`src/rtl/vga_timing_gen.sv`:
```
// vga_timing_gen: 640x480@60 raster timing from the 25 MHz pixel clock.
// Drives pixel coordinates and a per-frame game tick to the colour source.
// Blanks the returned colour and aligns it with the delayed hsync/vsync.
// The colour source's returned pixel is registered here, and that register
// is the last stage of the active delay line. The syncs use a full
// PIPE_DELAY-stage shift line, so a pixel's blanking decision reaches the
// pins on the same clock as the sync for the same count.
module vga_timing_gen #(
    parameter int H_ACTIVE   = 640,
    parameter int H_FRONT    = 16,
    parameter int H_SYNC     = 96,
    parameter int H_BACK     = 48,
    parameter int V_ACTIVE   = 480,
    parameter int V_FRONT    = 10,
    parameter int V_SYNC     = 2,
    parameter int V_BACK     = 33,
    parameter int FRAME_DIV  = 6,   // 1..255
    parameter int PIPE_DELAY = 1    // 1..4
) (
    input  logic       vga_clock,
    input  logic       reset,
    input  logic [3:0] r_in,
    input  logic [3:0] g_in,
    input  logic [3:0] b_in,
    output logic [9:0] screenX,
    output logic [8:0] screenY,
    output logic       refresh,
    output logic       active,
    output logic       hsync,
    output logic       vsync,
    output logic [3:0] r,
    output logic [3:0] g,
    output logic [3:0] b
);

    localparam logic [9:0] H_LAST   = 10'(H_ACTIVE + H_FRONT + H_SYNC + H_BACK - 1);
    localparam logic [9:0] V_LAST   = 10'(V_ACTIVE + V_FRONT + V_SYNC + V_BACK - 1);
    localparam logic [9:0] H_VIS    = 10'(H_ACTIVE);
    localparam logic [9:0] V_VIS    = 10'(V_ACTIVE);
    localparam logic [9:0] HS_START = 10'(H_ACTIVE + H_FRONT);
    localparam logic [9:0] HS_END   = 10'(H_ACTIVE + H_FRONT + H_SYNC);
    localparam logic [9:0] VS_START = 10'(V_ACTIVE + V_FRONT);
    localparam logic [9:0] VS_END   = 10'(V_ACTIVE + V_FRONT + V_SYNC);
    localparam logic [7:0] F_LAST   = 8'(FRAME_DIV - 1);

    logic [9:0] r_hcount;
    logic [9:0] r_vcount;
    logic [7:0] r_fcount;

    logic [PIPE_DELAY-1:0] r_hs_sr;
    logic [PIPE_DELAY-1:0] r_vs_sr;

    logic w_h_wrap;
    logic w_v_wrap;
    logic w_active;
    logic w_hs_raw;
    logic w_vs_raw;
    logic w_act_gate;

    assign w_h_wrap = (r_hcount == H_LAST);
    assign w_v_wrap = (r_vcount == V_LAST);
    assign w_active = (r_hcount < H_VIS) && (r_vcount < V_VIS);
    assign w_hs_raw = !((r_hcount >= HS_START) && (r_hcount < HS_END));
    assign w_vs_raw = !((r_vcount >= VS_START) && (r_vcount < VS_END));

    assign screenX = r_hcount;
    // Lines >= 512 alias here, but they are always blanked.
    assign screenY = r_vcount[8:0];
    assign active  = w_active;
    assign hsync   = r_hs_sr[PIPE_DELAY-1];
    assign vsync   = r_vs_sr[PIPE_DELAY-1];

    // Pixel / line / frame counters; frame counter steps on the joint wrap.
    always_ff @(posedge vga_clock) begin
        if (reset) begin
            r_hcount <= '0;
            r_vcount <= '0;
            r_fcount <= '0;
        end else if (w_h_wrap) begin
            r_hcount <= '0;
            if (w_v_wrap) begin
                r_vcount <= '0;
                if (r_fcount == F_LAST)
                    r_fcount <= '0;
                else
                    r_fcount <= r_fcount + 8'd1;
            end else begin
                r_vcount <= r_vcount + 10'd1;
            end
        end else begin
            r_hcount <= r_hcount + 10'd1;
        end
    end

    // Game tick: high through the vertical blanking of every FRAME_DIV-th frame.
    always_ff @(posedge vga_clock) begin
        if (reset)
            refresh <= 1'b0;
        else
            refresh <= (r_vcount >= V_VIS) && (r_fcount == 8'd0);
    end

    // Sync shift lines, idle high.
    always_ff @(posedge vga_clock) begin
        if (reset) begin
            r_hs_sr <= '1;
            r_vs_sr <= '1;
        end else begin
            r_hs_sr[0] <= w_hs_raw;
            r_vs_sr[0] <= w_vs_raw;
            for (int i = 1; i < PIPE_DELAY; i++) begin
                r_hs_sr[i] <= r_hs_sr[i-1];
                r_vs_sr[i] <= r_vs_sr[i-1];
            end
        end
    end

    // Active delay line: PIPE_DELAY-1 stages here, the colour register is the last.
    generate
        if (PIPE_DELAY == 1) begin : g_act_direct
            assign w_act_gate = w_active;
        end else begin : g_act_line
            logic [PIPE_DELAY-2:0] r_act_sr;

            // Shift visibility toward the colour register, idle inactive.
            always_ff @(posedge vga_clock) begin
                if (reset) begin
                    r_act_sr <= '0;
                end else begin
                    r_act_sr[0] <= w_active;
                    for (int i = 1; i < PIPE_DELAY - 1; i++)
                        r_act_sr[i] <= r_act_sr[i-1];
                end
            end

            assign w_act_gate = r_act_sr[PIPE_DELAY-2];
        end
    endgenerate

    // Blanked colour register to the DAC pins.
    always_ff @(posedge vga_clock) begin
        if (reset) begin
            r <= '0;
            g <= '0;
            b <= '0;
        end else begin
            r <= w_act_gate ? r_in : 4'h0;
            g <= w_act_gate ? g_in : 4'h0;
            b <= w_act_gate ? b_in : 4'h0;
        end
    end

endmodule
```
`config.mk`:
```
export PLATFORM = sky130hd
export DESIGN_NAME = vga_timing_gen
export DESIGN_NICKNAME = d
export VERILOG_FILES = /design/src/rtl/vga_timing_gen.sv
export SDC_FILE = /design/constraint.sdc
export NUM_CORES = 1
export LEC_CHECK = 0
export ABC_AREA = 0
export ABC_CLOCK_PERIOD_IN_PS = 2570
export CAP_MARGIN = 20
export CORE_MARGIN = 3
export CORE_UTILIZATION = 49
export DETAILED_ROUTE_END_ITERATION = 8
export PLACE_DENSITY_LB_ADDON = 0.05
export SLEW_MARGIN = 20
export SYNTH_ARGS = -nofsm -noshare
export SYNTH_HDL_FRONTEND = slang
export SYNTH_SLANG_ARGS = --single-unit
```
`constraint.sdc`:
```
create_clock -name vga_clock -period 2.57 [get_ports vga_clock]
set_clock_uncertainty 0.2 [all_clocks]
set_input_delay 0.6425 -clock vga_clock [delete_from_list [all_inputs] [get_ports vga_clock]]
set_output_delay 0.6425 -clock vga_clock [all_outputs]
set_load 0.05 [all_outputs]
```
==> Yosys cells after proc, flatten, opt, wreduce, memory -nomap -nowiden <==
Index checks and enable logic that the tools add are counted.
{ "classes": {"n_addsub": 3, "order_cmp": 7, "reduce_logical": 10, "n_bitwise": 1, "muxes": 2, "eq_ne": 3} }
{ "op_table": {"columns": ["operator", "count"], "rows": [
  ["$add 10x1->10 const B", 2],
  ["$eq 10x10->1 const B", 2],
  ["$ge 10x9->1 const B", 2],
  ["$lt 10x10->1 const B", 2],
  ["$lt 10x9->1 const B", 2],
  ["$ge 10x10->1 const B", 1],
  ["$mux 10", 1],
  ["$add 8x1->8 const B", 1],
  ["$eq 8x3->1 const B", 1],
  ["$logic_not 8->1", 1],
  ["$mux 8", 1],
  ["$logic_and 1x1->1", 4],
  ["$reduce_or 2->1", 2],
  ["$logic_not 1->1", 2],
  ["$reduce_and 2->1", 1],
  ["$not 1->1", 1]
]} }
{ "totals": {"word_cells": 35, "register_bits": 43} }

==> Logic depth before layout (Yosys ltp) <==
{ "logic_depth": {"ltp_word": 4, "ltp_mapped": 7} }

==> Worst setup path after synthesis <==
No wires, ideal clock.
{ "synth_path": {"path_type": "reg-to-output", "from": "register r_hcount[7], in the netlist screenX[7]", "to": "output active", "stages_incl_launch_ff": 4, "arrival_ns": 1.485, "slack_ns": 0.242, "required_time_ns": 1.727, "path_cell_list": "dfxtp_1 o21ai_0 and2_1 clkbuf_1"} }
{ "synth_between": {"elab_chain_cells": 2} }
{ "synth_lines": {"columns": ["item", "line_no", "rtl"], "rows": [
  ["start: declaration", "46", "logic [9:0] r_hcount;"],
  ["start signal: assignment", "91", "r_hcount <= r_hcount + 10'd1;"],
  ["$lt 10x10->1", "62", "assign w_active = (r_hcount < H_VIS) && (r_vcount < V_VIS);"],
  ["$logic_and 1x1->1", "62", null],
  ["end: declaration", "28", "output logic active,"]
]} }
Every way passes these cells.

==> Worst setup path in the final report <==
{ "layout_path": {"from": "register r_hcount[6], in the netlist screenX[6]", "to": "output screenX[6]"} }
{ "layout_lines": {"columns": ["item", "line_no", "rtl"], "rows": [
  ["end: declaration", "25", "output logic [9:0] screenX,"]
]} }
No word-level cell between the ends.

==> metrics.txt <==
# TYPE chip_impl_metric gauge
chip_impl_metric{name="vias_per_cell",unit=""} 5.294
chip_impl_metric{name="final.setup.worst_slack",unit="ns"} 0.06640
chip_impl_metric{name="nets",unit=""} 286
chip_impl_metric{name="slew_violations",unit=""} 0
chip_impl_metric{name="slew-limit-headroom",unit="%"} 66.18
chip_impl_metric{name="drv_cap",unit=""} 0
chip_impl_metric{name="worstPathArrival",unit="ns"} 1.66
chip_impl_metric{name="floorplan.initialDensity",unit="%"} 52.67
chip_impl_metric{name="insertion_delay",unit="ns"} 0.30
chip_impl_metric{name="cellLeakagePower",unit="uW"} 0.0009974
chip_impl_metric{name="die_area",unit="um2"} 4886
chip_impl_info{name="ys.flop_type",value="sky130_fd_sc_hd__dfxtp_1"} 1
chip_impl_metric{name="number_of_clock_buffers_inserted_by_tritoncts",unit=""} 5
chip_impl_metric{name="peakVddDrop",unit="mV"} 0.2621
chip_impl_metric{name="firstDrtPassIters",unit=""} 6
chip_impl_metric{name="antenna_left",unit=""} 0
chip_impl_metric{name="cp_data_required_time",unit="ns"} 1.73
chip_impl_info{name="synth_most_common_cell",value="sky130_fd_sc_hd__dfxtp_1"} 1
chip_impl_info{name="synth_commonest_cells",value="sky130_fd_sc_hd__dfxtp_1, sky130_fd_sc_hd__nor2_1, sky130_fd_sc_hd__and3_1"} 1
chip_impl_info{name="criticalPathCategory",value="flip-flop to primary output"} 1
chip_impl_metric{name="chipHeight",unit="um"} 69.90
chip_impl_metric{name="core",unit="um2"} 3799
chip_impl_metric{name="setup_violations",unit=""} 0
chip_impl_metric{name="syn_area_per_cell",unit="um2"} 9.135
chip_impl_metric{name="post-layout-total-power",unit="uW"} 1264
chip_impl_info{name="critPathLaunchType",value="flip-flop"} 1
chip_impl_metric{name="htree_levels",unit=""} 2
chip_impl_metric{name="final-instance-count-excl-fill",unit=""} 313
chip_impl_metric{name="final_hold_viol_count",unit=""} 0
chip_impl_metric{name="port_buffers",unit=""} 48
chip_impl_metric{name="synth_cell_types",unit=""} 41
chip_impl_metric{name="crit_path_max_fanout",unit=""} 6
chip_impl_metric{name="num_rows",unit=""} 22
chip_impl_metric{name="cts_buffer_depth",unit=""} 2
chip_impl_metric{name="synth_edf_count",unit=""} 0
chip_impl_metric{name="critical_path_max_stage_delay",unit="ns"} 0.87
chip_impl_metric{name="synth.yosys.seq_area_share",unit="%"} 43.03
chip_impl_metric{name="grt_usage",unit="%"} 18.19
chip_impl_metric{name="inst_count_dp",unit=""} 305
chip_impl_metric{name="yosysTopAreaCellShare",unit="%"} 43.03
chip_impl_info{name="hold_path.class",value="flip-flop to flip-flop"} 1
chip_impl_metric{name="worst_slack_placed",unit="ns"} 0.2878
chip_impl_metric{name="holdWs",unit="ns"} 0.2912
chip_impl_metric{name="mappedNetlistNets",unit=""} 241
chip_impl_metric{name="vias",unit=""} 1657
chip_impl_info{name="rsz0062_at_grt",value="false"} 1
chip_impl_metric{name="yosys_warnings",unit=""} 0
chip_impl_metric{name="syn-cell-area",unit="um2"} 2001
chip_impl_metric{name="grt_max_degree",unit=""} 19
chip_impl_metric{name="synthesis.instances",unit=""} 219
chip_impl_metric{name="clock.fmax",unit="GHz"} 0.3994
chip_impl_metric{name="avgRoutedWirePerCell",unit="um"} 13.52
chip_impl_metric{name="antenna_cells_inserted",unit=""} 0
chip_impl_metric{name="layout_cells_sized_above_1",unit="%"} 10.19
chip_impl_info{name="critical-path-slowest-cell",value="sky130_fd_sc_hd__clkdlybuf4s50_1"} 1
chip_impl_metric{name="fin_setup_tns",unit="ns"} 0
chip_impl_info{name="cts.root.buffer_cell",value="sky130_fd_sc_hd__clkbuf_8"} 1
chip_impl_metric{name="syn_to_final_growth",unit="%"} 29.08
chip_impl_metric{name="boundaryPins",unit=""} 49
chip_impl_metric{name="antenna_found_initial",unit=""} 0
chip_impl_info{name="synth_top_cell_by_area",value="sky130_fd_sc_hd__dfxtp_1"} 1
chip_impl_metric{name="hpwlAfterDp",unit="mm"} 3.033
chip_impl_metric{name="hold_buffers",unit=""} 0
chip_impl_metric{name="first_global_vias",unit=""} 1529
chip_impl_info{name="tritoncts_clock_tree",value="built"} 1
chip_impl_metric{name="tightest_slew",unit="ns"} 0.5056
chip_impl_metric{name="clk_pin_slew",unit="ns"} 0.08
chip_impl_info{name="path_cells",value="clkdlybuf4s50_1"} 1
chip_impl_metric{name="grt-ovfl-total",unit=""} 0
chip_impl_metric{name="power.density",unit="nW/um2"} 489.6
chip_impl_metric{name="synth.ff_latch_count",unit=""} 43
chip_impl_metric{name="globalplace.congestion",unit=""} 0.8280
chip_impl_metric{name="wire_length_of_the_first_global_routing_pass",unit="mm"} 7.224
chip_impl_info{name="kind_of_cell_adding_the_most_delay_to_the_critical_path",value="buffers and inverters"} 1
chip_impl_info{name="critical_path.endpoint_type",value="primary output"} 1
chip_impl_metric{name="critPathBufInv",unit=""} 1
chip_impl_metric{name="detailedRoute.firstIterationViolations",unit=""} 100
chip_impl_metric{name="post-route-min-period",unit="ns"} 2.504
chip_impl_metric{name="number_of_remaining_drc_errors",unit=""} 0
chip_impl_info{name="outcome",value="finished clean"} 1
chip_impl_metric{name="tritoncts_num_sinks",unit=""} 43
chip_impl_metric{name="postRouteWirelength",unit="mm"} 4.231
chip_impl_metric{name="final_min_period_over_clock_period",unit="%"} 97.42
chip_impl_metric{name="die_width",unit="um"} 69.90
chip_impl_info{name="ys_top_cells_by_area",value="sky130_fd_sc_hd__dfxtp_1, sky130_fd_sc_hd__and3_1, sky130_fd_sc_hd__ha_1"} 1
chip_impl_metric{name="ys_async_sr_fraction",unit="%"} 0
worst paths after layout:
path / start / depth (start not counted) / endpoint / slack [ns]
setup reg to reg: screenX[0] / 5 / r_vcount[9] / 0.35
hold / removal: r_fcount[6] / 2 / r_fcount[6] / 0.29
setup / recovery: screenX[6] / 1 / screenX[6] / 0.07
hold reg to reg: r_fcount[6] / 2 / r_fcount[6] / 0.29
metrics by stage:
stage | util (%) | cell area [um2]
3_3_place_gp | 65.68 | 2495
4_1_cts | 67.92 | 2580
2_1_floorplan | - | 2001
5_1_grt | 67.98 | 2582
6_report | 67.98 | 2582
3_5_place_dp | 65.68 | 2495
registers in the layout (all words and copies together), names as in the netlist:
signal and flops:
r 4, screenX 10, b 4, r_fcount 8, hsync 1, r_vcount 10, vsync 1, refresh 1
g 4
cell usage in the layout (no fill, tap or decap), types with 6 or more instances in the layout:
| cell | netlist | final |
|---|---|---|
| sky130_fd_sc_hd__xnor2_1 | 6 | 6 |
| sky130_fd_sc_hd__nand3_1 | 12 | 12 |
| sky130_fd_sc_hd__nand4_1 | 7 | 7 |
| sky130_fd_sc_hd__xor2_1 | 6 | 6 |
| sky130_fd_sc_hd__buf_4 | 9 | 7 |
| sky130_fd_sc_hd__a21oi_1 | 7 | 7 |
| sky130_fd_sc_hd__inv_1 | 10 | 10 |
| sky130_fd_sc_hd__and3_1 | 19 | 19 |
| sky130_fd_sc_hd__o21ai_0 | 7 | 7 |
| sky130_fd_sc_hd__nor3_1 | 8 | 8 |
| sky130_fd_sc_hd__clkdlybuf4s50_1 | 0 | 46 |
| sky130_fd_sc_hd__nand2_1 | 8 | 8 |
| sky130_fd_sc_hd__nor2_1 | 20 | 20 |
| sky130_fd_sc_hd__dfxtp_1 | 43 | 43 |
| sky130_fd_sc_hd__ha_1 | 8 | 8 |
layer usage:
metal / vias to the layer above / GRT usage [%] / part of all wire [%]
met4: 0 / 5.106 / 1.1
met5: - / 0 / 0
met1: 756 / 25.11 / 51
met3: 7 / 4.892 / 4.1
met2: 38 / 27.91 / 43
li1: 856 / - / -
where the power goes:
group          internal, uW  switching [uW]
clock                   190             231
sequential              685            13.4
combinational          59.9            84.5
total                   935             329
final cells by class:
type | instances | area (um2)
Fill cell | 336 | 1216
Tap cell | 48 | 60.06
Clock buffer | 6 | 72.57
Timing Repair Buffer | 55 | 545.5
Multi-Input combinational cell | 149 | 993.5
Sequential cell | 43 | 860.8
Clock inverter | 2 | 12.51
Inverter | 10 | 37.54
cells by family after synthesis:
kind of cell | synth area share, %
adder cells (fa/ha/maj) | 5.003
AND/OR/NAND/NOR | 30.14
buffers and inverters | 7.317
AO/OA/AOI/OAI | 7.755
XOR/XNOR | 5.253
multiplexers | 1.501
flip-flops | 43.03
repair_timing:
item	4_1_cts	5_1_grt
endpoints found under the setup margin	0	1
gates resized for setup	0	1
buffers inserted	0	0
(Power assumes the default switching activity.)
==> variant 1: new RTL, config.mk and constraints unchanged <==
Reset style: asynchronous (`reset`), changed in 5 clocked blocks.
--- a/src/rtl/vga_timing_gen.sv
+++ b/src/rtl/vga_timing_gen.sv
@@ -72,5 +72,5 @@
 
     // Pixel / line / frame counters; frame counter steps on the joint wrap.
-    always_ff @(posedge vga_clock) begin
+    always_ff @(posedge vga_clock or posedge reset) begin
         if (reset) begin
             r_hcount <= '0;
@@ -94,5 +94,5 @@
 
     // Game tick: high through the vertical blanking of every FRAME_DIV-th frame.
-    always_ff @(posedge vga_clock) begin
+    always_ff @(posedge vga_clock or posedge reset) begin
         if (reset)
             refresh <= 1'b0;
@@ -102,5 +102,5 @@
 
     // Sync shift lines, idle high.
-    always_ff @(posedge vga_clock) begin
+    always_ff @(posedge vga_clock or posedge reset) begin
         if (reset) begin
             r_hs_sr <= '1;
@@ -124,5 +124,5 @@
 
             // Shift visibility toward the colour register, idle inactive.
-            always_ff @(posedge vga_clock) begin
+            always_ff @(posedge vga_clock or posedge reset) begin
                 if (reset) begin
                     r_act_sr <= '0;
@@ -139,5 +139,5 @@
 
     // Blanked colour register to the DAC pins.
-    always_ff @(posedge vga_clock) begin
+    always_ff @(posedge vga_clock or posedge reset) begin
         if (reset) begin
             r <= '0;
Function: differs if reset is asserted again (counterexample within 4 cycles, from zero or initial values and one cycle with reset high); with reset held inactive, the same outputs for 10 cycles.
==> variant 1 against the unedited design <==
Setup slack better by 0.013 ns; die area grew 3.4%; synthesized area is 3.7% higher; critical path type unchanged; sequential cell count unchanged; utilization decreased by 1.1 points; power is 3.9% lower; cell count down 6.1%; cell area up 4.4%; synthesized cell count decreased by 10%; routed wire length grew 10%; count of clock-buffer cells in the layout unchanged; register-to-register slack got worse by 0.27 ns.
==> variant 1: results (changes against the unedited design) <==
{
  "groute.usage.overall": {"value": 20.3, "unit": "%", "change": "+2.2 points"},
  "power.switching_fraction": {"value": 23.0, "unit": "%", "change": "-3.1 points"},
  "timing.rr.end": {"value": "r_fcount[3]"},
  "status": {"value": "complete, no violations"},
  "first_pass_iters": {"value": 4, "change": "-2"},
  "beginning_of_the_worst_hold_path": {"value": "r_fcount[7]"},
  "hold_slack": {"value": 0.284, "unit": "ns", "change": "-0.00746 ns"},
  "irDropWorstVdd": {"value": 322, "unit": "uV", "change": "+23%"},
  "detailedRoute.firstIterationViolations": {"value": 94, "change": "-6.0%"},
  "synthesis.nets": {"value": 219, "change": "-9.1%"},
  "routed_via_density": {"value": 5.48, "change": "+3.6%"},
  "postSynth.asyncResetShare": {"value": 100, "unit": "%", "change": "+100 points"},
  "grt_first_pass_wirelength": {"value": 8.11, "unit": "mm", "change": "+12%"},
  "cts_buffer_depth": {"value": 2, "change": "unchanged"},
  "drive_above_1_share": {"value": 14.8, "unit": "%", "change": "+4.6 points"},
  "worstHoldEndpoint": {"value": "r_fcount[7]"},
  "placedInstanceArea": {"value": 2600, "unit": "um2", "change": "+4.3%"},
  "post_synthesis_cells": {"value": 197, "change": "-10%"},
  "synth_sequential_area_ratio": {"value": 52.0, "unit": "%", "change": "+9.0 points"},
  "largest_delay_contributor_family_on_the_critical_path": {"value": "buffers and inverters"},
  "place.gp.congestion": {"value": 0.797, "change": "-3.8%"},
  "critical-path-slowest-cell": {"value": "clkdlybuf4s50_1"},
  "maxSlewHeadroom": {"value": 65.5, "unit": "%", "change": "-0.64 points"},
  "drt-wirelength-per-cell": {"value": 15.9, "unit": "um", "change": "+17%"},
  "r2r-start": {"value": "screenX[5]"},
  "ys_types": {"value": 44, "change": "+7.3%"},
  "synth.cells.most_frequent": {"value": "dfrtp_1 (41), nor2_1 (14), and3_1 (12), nand2_1 (12), nor3_1 (11)"},
  "fin_nets": {"value": 266, "change": "-7.0%"},
  "pre_cts_slack": {"value": 0.111, "unit": "ns", "change": "-0.177 ns"},
  "hpwl": {"value": 3.51, "unit": "mm", "change": "+16%"},
  "post_layout_nonfiller_instances": {"value": 294, "change": "-6.1%"},
  "reg2reg_depth": {"value": 4, "change": "-1"},
  "hold-path-cell-count": {"value": 1, "change": "-1"},
  "synth.area.top_cells": {"value": "dfrtp_1 (49%), ha_1 (4.8%), xor2_1 (3.8%), and3_1 (3.6%), buf_4 (3.6%)"},
  "grt_pass1_vias": {"value": 1621, "change": "+6.0%"},
  "postSynth.topFlopCell": {"value": "dfrtp_1"}
}
==> variant 1: how the worst max path moves through the flow <==
stage	from	end	slack, ns	cells after the start
final	r_vcount[1]	screenY[1]	0.08	1
after global routing	r_vcount[0]	screenY[0]	0.02	1
after CTS	r_vcount[1]	screenY[1]	0.07	1
after detailed placement	screenX[5]	r_fcount[3]	0.11	4
after global placement	screenX[5]	r_vcount[4]	0.15	4
after floorplan	screenX[4]	r_vcount[4]	0.04	7
==> variant 1: cells by family after synthesis <==
kind of cell / Yosys count / synth area share, %
AOI/OAI and AO/OA: 18 / 5.79
xor gates and xnor gates: 13 / 5.49
adders and majority gates: 8 / 4.83
buffers and inverters: 25 / 6.45
DFF: 43 / 52.0
muxes: 4 / 2.11
and+or+nand+nor: 86 / 23.3
==> variant 1: metal layers <==
layer,up-vias,global-route usage [%],share of wire (%)
met5,-,0,0
met4,0,5.64,1.5
met3,8,4.83,4.9
met2,47,34.8,51
met1,783,25.8,43
li1,774,-,-
==> variant 1: final cells by class <==
class	instances	area [um2]
Sequential cell	43	1090
Multi-Input combinational cell	129	877
Timing Repair Buffer	56	548
Tap cell	50	62.6
Fill cell	322	1330
Clock buffer	6	82.6
Clock inverter	1	5.00
Inverter	9	33.8
==> variant 1: power by group through the flow <==
stage | clock network, mW | registers, mW | logic [mW]
final | 0.430 | 0.688 | 0.0964
after global routing | 0.473 | 0.689 | 0.103
after CTS | 0.446 | 0.688 | 0.0983
after detailed placement | 0 | 0.702 | 0.0978
after global placement | 0 | 0.701 | 0.0955
after floorplan | 0 | 0.736 | 0.0159
==> variant 1: timing repair <==
item	4_1_cts	5_1_grt
hold buffers	0	0
gates resized for setup	0	1
setup endpoints to repair	0	2
hold endpoints to repair	0	0
buffers inserted	0	0
==> variant 2: new RTL, config.mk and constraints unchanged <==
Made on the original files. Change the parameter `H_FRONT` from 16 to 15.
--- a/src/rtl/vga_timing_gen.sv
+++ b/src/rtl/vga_timing_gen.sv
@@ -8,5 +8,5 @@
 module vga_timing_gen #(
     parameter int H_ACTIVE   = 640,
-    parameter int H_FRONT    = 16,
+    parameter int H_FRONT    = 15,
     parameter int H_SYNC     = 96,
     parameter int H_BACK     = 48,
Function: no difference found for any inputs over 10 cycles, from zero or initial values and one cycle with reset high; that may be too few to reach the edited logic, so the function may still have changed.
==> variant 2 against the unedited design <==
Sequential cell count unchanged; largest power group unchanged; die area decreased by 0.29%; cell count is 0.32% higher; cell area is 0.15% lower; synthesized area down 0.31%; power up 3.3%; setup slack improved by 0.031 ns; routed wire length is 4.3% lower; utilization shrank 0.099 points; first-iteration DRC count increased by 13%; clock power increased by 5.7%; register-to-register slack better by 0.06 ns; largest cell class unchanged; combinational power up 6%.
==> variant 2: results (changes against the unedited design) <==
{
  "irDropWorstVdd": {"value": 482, "unit": "uV", "change": "+84%"},
  "synth.cells.most_frequent": {"value": "dfxtp_1 (43), nor2_1 (24), and2_1 (13), nand2_1 (12), nand3_1 (11)"},
  "hpwl": {"value": 2.86, "unit": "mm", "change": "-5.8%"},
  "tightestPinTransition": {"value": 0.569, "unit": "ns", "change": "+0.0634 ns"},
  "use_met1": {"value": 22.5, "unit": "%", "change": "-2.6 points"},
  "groute.usage.overall": {"value": 17.1, "unit": "%", "change": "-1.1 points"},
  "yosys.area.top_type_share": {"value": 43.2, "unit": "%", "change": "+0.13 points"},
  "wl_met3": {"value": 327, "unit": "um", "change": "+90%"},
  "place.gp.congestion": {"value": 0.768, "change": "-7.3%"},
  "power_leakage": {"value": 0.926, "unit": "nW", "change": "-7.2%"},
  "grt_use_met2": {"value": 25.4, "unit": "%", "change": "-2.5 points"},
  "grt_pass1_vias": {"value": 1508, "change": "-1.4%"},
  "p_seq_share": {"value": 54.1, "unit": "%", "change": "-1.1 points"},
  "yosys-mux-area-fraction": {"value": 1.51, "unit": "%", "change": "+0.0047 points"},
  "via_count_of_the_routed_design": {"value": 1640, "change": "-1.0%"},
  "ys_types": {"value": 40, "change": "-2.4%"},
  "first_pass_iters": {"value": 4, "change": "-2"},
  "maximum_number_of_pins_on_one_net_before_global_route_repair": {"value": 16, "change": "-3"},
  "routedLengthMet1": {"value": 1.93, "unit": "mm", "change": "-11%"},
  "crit_path_end": {"value": "screenY[1]"},
  "startpoint": {"value": "r_vcount[1]"},
  "synthesized_area_fraction_occupied_by_ao_oa_aoi_and_oai_cells": {"value": 8.97, "unit": "%", "change": "+1.2 points"},
  "status": {"value": "complete, no violations"},
  "synth.area.top_cells": {"value": "dfxtp_1 (43%), ha_1 (5.0%), nor2_1 (4.5%), xnor2_1 (4.4%), and2_1 (4.1%)"},
  "detailed_route_wire_length": {"value": 4.05, "unit": "mm", "change": "-4.3%"},
  "fin_nets": {"value": 287, "change": "+0.35%"},
  "met3_usage": {"value": 6.52, "unit": "%", "change": "+1.6 points"},
  "drive_above_1_share": {"value": 7.14, "unit": "%", "change": "-3.0 points"},
  "n_fill_cell": {"value": 316, "change": "-6.0%"},
  "post_synthesis_cells": {"value": 220, "change": "+0.46%"},
  "synth_sequential_area_ratio": {"value": 43.2, "unit": "%", "change": "+0.13 points"}
}
-- variant 2: stage by stage --
stage / worst slack [ns] / total power, mW
2_1_floorplan: 0.208 / 0.814
3_3_place_gp: 0.310 / 0.873
3_5_place_dp: 0.274 / 0.875
4_1_cts: 0.0961 / 1.31
5_1_grt: 0.0407 / 1.36
6_report: 0.0972 / 1.31
-- variant 2: how the worst min path moves through the flow --
stage                      from          end  depth (start not counted)
detailed placement   screenX[0]   screenX[0]                          1
global placement     screenX[0]   screenX[0]                          1
global route        r_vcount[7]  r_vcount[7]                          2
CTS                 r_fcount[7]  r_fcount[7]                          2
finish               screenX[0]   screenX[0]                          1
floorplan           r_vcount[9]  r_vcount[9]                          2
-- variant 2: layout make-up --
cell class	instances	area, um2	area share, %
clock buffer	5	68.8	2.67
multi-input combinational	152	996	38.6
timing repair buffer	54	536	20.8
inverter	9	33.8	1.31
sequential	43	861	33.4
tap	48	60.1	2.33
clock inverter	3	23.8	0.922
